## config.mk

```make
export PLATFORM = sky130hd
export DESIGN_NAME = fcmp_arbiter
export DESIGN_NICKNAME = d
export VERILOG_FILES = /design/src/rtl/fcmp_pkg.sv /design/src/rtl/fcmp_core.sv /design/src/rtl/fcmp_arbiter.sv
export SDC_FILE = /design/constraint.sdc
export NUM_CORES = 1
export LEC_CHECK = 0
export CORE_UTILIZATION = 41
export DETAILED_ROUTE_END_ITERATION = 10
export GPL_TIMING_DRIVEN = 0
export PLACE_DENSITY_LB_ADDON = 0.15
export RECOVER_POWER = 100
export SETUP_SLACK_MARGIN = 0.4
export SLEW_MARGIN = 20
export SYNTH_ARGS = -nofsm -noshare
export SYNTH_HDL_FRONTEND = slang
export SYNTH_SLANG_ARGS = --single-unit
```

## constraint.sdc

```tcl
create_clock -name clk -period 2.75 [get_ports clk]
set_input_delay 0.6875 -clock clk [delete_from_list [all_inputs] [get_ports clk]]
set_output_delay 0.6875 -clock clk [all_outputs]
set_load 0.1 [all_outputs]
```

## src/rtl/fcmp_pkg.sv

```systemverilog
// Shared definitions for the two-requester float compare arbiter.
// FCMP_IEEE_SPECIAL_EN selects IEEE NaN/zero handling in fcmp_core.
package fcmp_pkg;

  typedef enum logic [1:0] {
    OP_FEQ = 2'b00,
    OP_FLT = 2'b01,
    OP_FLE = 2'b10,
    OP_RSV = 2'b11
  } fcmp_op_e;

  localparam logic SRC_REQ0 = 1'b0;
  localparam logic SRC_REQ1 = 1'b1;

  // Exponent all ones with a nonzero mantissa.
  function automatic logic is_nan(input logic [31:0] v);
    return (&v[30:23]) && (|v[22:0]);
  endfunction

  function automatic logic is_zero(input logic [31:0] v);
    return ~(|v[30:0]);
  endfunction

endpackage

```

## src/rtl/fcmp_core.sv

```systemverilog
// Combinational single-precision compare (feq/flt/fle; reserved op yields 0).
// FCMP_IEEE_SPECIAL_EN: NaN makes every op false and +0 equals -0.
module fcmp_core (
  input  logic [31:0] x1,
  input  logic [31:0] x2,
  input  logic [1:0]  op,
  output logic        y
);
  import fcmp_pkg::*;

  logic lt;
  logic eq;
  logic unordered;

  always_comb begin
    // NOTE: every variable gets a default first so no path leaves it unassigned, which would infer a latch.
    lt        = 1'b0;
    eq        = (x1 == x2);
    unordered = 1'b0;

    if (x1[31] != x2[31]) begin
      lt = x1[31];
    end else if (!x1[31]) begin
      lt = (x1[30:0] < x2[30:0]);
    end else begin
      lt = (x1[30:0] > x2[30:0]);
    end

`ifdef FCMP_IEEE_SPECIAL_EN
    unordered = is_nan(x1) || is_nan(x2);
    if (is_zero(x1) && is_zero(x2)) begin
      lt = 1'b0;
      eq = 1'b1;
    end
`endif
  end

  always_comb begin
    y = 1'b0;
    if (!unordered) begin
      case (fcmp_op_e'(op))
        OP_FEQ:  y = eq;
        OP_FLT:  y = lt;
        OP_FLE:  y = lt | eq;
        default: y = 1'b0;
      endcase
    end
  end

endmodule

```

## src/rtl/fcmp_arbiter.sv

```systemverilog
// Two requesters share one float comparator through a 2-stage pipeline
// (S1 operands, S2 result). FCMP_IEEE_SPECIAL_EN is forwarded to fcmp_core.
module fcmp_arbiter #(
  parameter int TAG_W = 5
) (
  input  logic             clk,
  input  logic             rstn,
  input  logic             req0_valid,
  output logic             req0_ready,
  input  logic [1:0]       req0_op,
  input  logic [31:0]      req0_x1,
  input  logic [31:0]      req0_x2,
  input  logic [TAG_W-1:0] req0_tag,
  input  logic             req1_valid,
  output logic             req1_ready,
  input  logic [1:0]       req1_op,
  input  logic [31:0]      req1_x1,
  input  logic [31:0]      req1_x2,
  input  logic [TAG_W-1:0] req1_tag,
  output logic             rsp_valid,
  input  logic             rsp_ready,
  output logic             rsp_y,
  output logic             rsp_src,
  output logic [TAG_W-1:0] rsp_tag
);
  import fcmp_pkg::*;

  logic             rr_ptr;
  logic             s1_valid;
  logic [1:0]       s1_op;
  logic [31:0]      s1_x1;
  logic [31:0]      s1_x2;
  logic             s1_src;
  logic [TAG_W-1:0] s1_tag;
  logic             s2_valid;
  logic             s1_adv;
  logic             s2_adv;
  logic             take;
  logic             sel;
  logic             core_y;

  assign s2_adv = ~s2_valid | rsp_ready;
  assign s1_adv = ~s1_valid | s2_adv;

  // Round-robin only matters when both ask; a lone requester always wins.
  always_comb begin
    req0_ready = 1'b0;
    req1_ready = 1'b0;
    if (rstn && s1_adv) begin
      if (req0_valid && req1_valid) begin
        if (rr_ptr == SRC_REQ1) req1_ready = 1'b1;
        else                    req0_ready = 1'b1;
      end else if (req0_valid) begin
        req0_ready = 1'b1;
      end else if (req1_valid) begin
        req1_ready = 1'b1;
      end
    end
  end

  assign take = req0_ready | req1_ready;
  assign sel  = req1_ready;

  // NOTE: sequential state uses non-blocking assignments so every register samples pre-edge values.
  always_ff @(posedge clk or negedge rstn) begin
    if (!rstn) begin
      s1_valid <= 1'b0;
      rr_ptr   <= SRC_REQ0;
    end else begin
      if (s1_adv) s1_valid <= take;
      if (take)   rr_ptr   <= req0_ready;
    end
  end

  // NOTE: payload registers carry no reset; s1_valid qualifies their contents.
  always_ff @(posedge clk) begin
    if (take) begin
      s1_op  <= sel ? req1_op  : req0_op;
      s1_x1  <= sel ? req1_x1  : req0_x1;
      s1_x2  <= sel ? req1_x2  : req0_x2;
      s1_tag <= sel ? req1_tag : req0_tag;
      s1_src <= sel ? SRC_REQ1 : SRC_REQ0;
    end
  end

  fcmp_core u_core (
    .x1 (s1_x1),
    .x2 (s1_x2),
    .op (s1_op),
    .y  (core_y)
  );

  // Result is evaluated from S1 alone during the S1->S2 transfer.
  always_ff @(posedge clk or negedge rstn) begin
    if (!rstn) begin
      s2_valid <= 1'b0;
      rsp_y    <= 1'b0;
      rsp_src  <= 1'b0;
      rsp_tag  <= '0;
    end else if (s2_adv) begin
      s2_valid <= s1_valid;
      if (s1_valid) begin
        rsp_y   <= core_y;
        rsp_src <= s1_src;
        rsp_tag <= s1_tag;
      end
    end
  end

  assign rsp_valid = s2_valid;

endmodule

```

==> summary.md, run 1 <==
| Metric | Value |
|---|---|
| Die Span X | 104 um |
| Avg Inst Size Synth | roughly 9.6 um^2 |
| GRT Resource Usage Total | 0.196 |
| Fin util | 0.630 |
| Clk_lat worst skew | around 0.35 ns |
| Sequential element share of the synthesized area | 0.565 |
| # clock sinks | 82 |
| DP Cell Count | 736 |
| CP required | around 2.8 ns |
| Layout cells sized above 1 | 0.0639 |
| Via count | around 3.6k |
| FF/Latch Area | around 2400 um^2 |
| IO Count | 157 |
| First-pass GRT wire length | 16400 um |
| Pre-antenna DRT Iters | 4 |
| Wire per inst | ~14 um |
| Initial Util | 0.431 |
| Post-Syn Instances | 445 |
| Clk slew on worst S/H paths | around 0.080 ns |
| Slowest cell on the critical path | clkinvlp_2 |
| Post-route ant nets | 0 |
| Gr ovfl total | 0 |
| Slew Limit Headroom | 0.208 |
| Num rows | 36 |
| Layout Cells excl Fill | 759 |
| VDD IR max | roughly 0.34 mV |
| Vias in the first global route | 3613 |
| Gpl congestion | 0.749 |
| Fillers | just under 900 |
| Vias per std cell | around 4.7 |
| Clock Skews | 0.00811 ns |
| Synthesis-stage register bit count | just over 80 |
| Commonest cells after routing, fill and taps aside | 222 x nand2_1, 142 x clkdlybuf4s50_1, 72 x edfxtp_1, 31 x inv_1, 31 x ha_1 |
| Initial antenna violation count | 0 |
| Max-cap violations | 0 |
| Layout area overhead | 46.4% |
| Slew at the pin closest to its max-slew limit | 1.19 ns |
| CTS tree | done |
| CTS Hold Buffers Added | 0 |
| Place WS | -1.67 ns |
| Crit path cell chain | clkdlybuf4s25_1 -> nand3b_1 -> and2_4 -> clkbuf_4 -> o21ai_0 -> clkinvlp_2 -> buf_12 |
| CP Data Arrival Time | ~2.5 ns |
| Crit share post-route | 0.879 |
| Mapped Area | 4270 um^2 |
| Setup WS post-layout | about 0.33 ns |
| Die area | about 11000 um^2 |
| Final Hold Vio Count | 0 |
| Mapped Nets | 623 |
| CP endpoint kind | flip-flop |
| Tmin final | between 2 and 2.5 ns |
| Commonest non-fill, non-tap cell in the layout | nand2_1 |
| Top Family by Delay on Critical Path | buffers and inverters |
| Critical path's largest stage delay | between 0.5 and 0.6 ns |
| Min-delay worst type | in2async |
| Die Ht | 104 um |
| Status | completed |
| RSZ-0062 raised after global routing | false |
| Crit path kind | in2reg |
| Count of different cell masters after synthesis | 36 |
| # setup viols final | 0 |
| Routed WL | between 10000 and 15000 um |
| Power Total | 0.00331 W |
| R2R Setup Slk | 0.60 ns |
| R2R depth | 6 |
| Worst path bufs/invs | 4 |
| Nets | 799 |
| Root Driver | clkbuf_8 |
| Leakage power | 2.77 nW |
| IO Port Bufs | 156 |
| CP Launch Type | input pin |
| Clk buf depth | 2 |
| Count of pins over their slew limit | 0 |
| Syn. warnings | 0 |
| Number of diodes | 0 |
| Total core area | 9910 um^2 |
| Max Fclk | 414 MHz |
| Starting DRC count in detailed routing | 111 |
| Worst Path Max Fanout | 37 |
| Reg2reg end | s1_x1[13] |
| Largest net degree at the start of global routing | 38 |
| CTS H-tree depth | 3 |
| Reg-to-Reg Start | s1_valid |
| TritonCTS Buffers | 9 |
| Drt drc | 0 |
| Multi-input combinational cell area | 1690 um^2 |
| Dpl hpwl | 7740 um |
| Power Dens Cells | 530 nW/um^2 |
## synth_stat cells (all sizes together)
| master | number | area, um^2 |
|---|---|---|
| nand3b | 2 | 15.0 |
| nor2 | 1 | 3.75 |
| xor2 | 1 | 8.76 |
| nor3 | 3 | 15.0 |
| inv | 33 | 124 |
| o31ai | 1 | 12.5 |
| and4 | 1 | 8.76 |
| dfrtp | 10 | 250 |
| nand3 | 5 | 25.0 |
| clkbuf | 8 | 30.0 |
| a21o | 4 | 31.3 |
| mux2 | 6 | 67.6 |
| a211o | 1 | 8.76 |
| buf | 6 | 23.8 |
| a221oi | 1 | 15.0 |
| xnor2 | 1 | 8.76 |
| nand2b | 3 | 18.8 |
| a211oi | 2 | 27.5 |
| edfxtp | 72 | 2160 |
| nand4 | 5 | 31.3 |
| nand2 | 222 | 833 |
| ha | 31 | 388 |
| nor4 | 1 | 6.26 |
| o21bai | 2 | 15.0 |
| a221o | 2 | 20.0 |
| a21oi | 12 | 63.8 |
| and2 | 3 | 18.8 |
| and3 | 2 | 13.8 |
| o21ai | 4 | 20.0 |
## sequential cells by signal (all words and copies together) (netlist names)
signal	count
s1_valid	1
s1_x1	32
rr_ptr	1
rsp_valid	1
s1_x2	32
s1_tag	5
s1_src	1
rsp_y	1
s1_op	2
rsp_src	1
rsp_tag	5
## layout make-up
class,count,area share
flip-flops and latches,82,0.386
multi-input cells,316,0.270
repair buffers,165,0.258
well taps,133,0.0266
clock buffers,13,0.0254
inverters,33,0.0208
plain buffers,14,0.0102
clock inverters,3,0.00240
## kinds of logic (layout without fill, tap and decap cells)
logic type,count (synthesis),after routing,share of synthesized area
AND/OR/NAND/NOR,248,248,0.232
flip-flops,82,82,0.565
buffers and inverters,47,228,0.0416
adder cells (fa/ha/maj),31,31,0.0909
AO/OA/AOI/OAI,29,29,0.0501
multiplexers,6,6,0.0158
XOR/XNOR,2,2,0.00411
## metal layers
layer / wire [um] / vias to the layer above / track usage
li1: - / 1826 / -
met1: 4550 / 1599 / 0.228
met2: 4940 / 117 / 0.348
met3: 566 / 16 / 0.0388
met4: 210 / 0 / 0.0867
met5: 0 / - / 0
## timing repair
item	CTS	global route
resized for setup	39	3
pin swaps	0	0
endpoints found under the setup margin	81	2
setup buffers	4	3
## how the worst max path moves through the flow
stage	startpoint	end	slack, ns	cells after the start
after floorplan	rsp_ready	s1_op[0]	0.21	4
after global placement	rstn	req1_ready	-1.61	6
after detailed placement	rstn	req1_ready	-1.67	6
after CTS	req0_valid	req1_ready	0.25	6
after global routing	rsp_ready	s1_x1[26]	0.28	7
final	rsp_ready	s1_x1[13]	0.33	7
## where the power goes
part / leakage [nW] / internal, W / switching [W]
Clock: 0.0932 / 0.000374 / 0.000420
Combinational: 1.87 / 0.000379 / 0.000580
Sequential: 0.807 / 0.00151 / 0.0000446
Total: 2.77 / 0.00226 / 0.00104
## metrics by stage
stage               cell area, um^2  hold slack [ns]  setup TNS [ns]
finish                         6250            0.186               0
detailed placement             6060            0.469          -30.12
global route                   6250            0.180               0
CTS                            6290            0.189               0
floorplan                      4290            0.392               0
global placement               6020            0.458          -93.88
Power figures use the tool's default switching activity.
==> run 2, diff against run 1 <==
CTS_CLUSTER_SIZE = 14   (was default)
GPL_ROUTABILITY_DRIVEN = 0   (was default)
==> results of run 2 <==
Same layout as run 1: the final DEF is identical, and so are final timing and power.
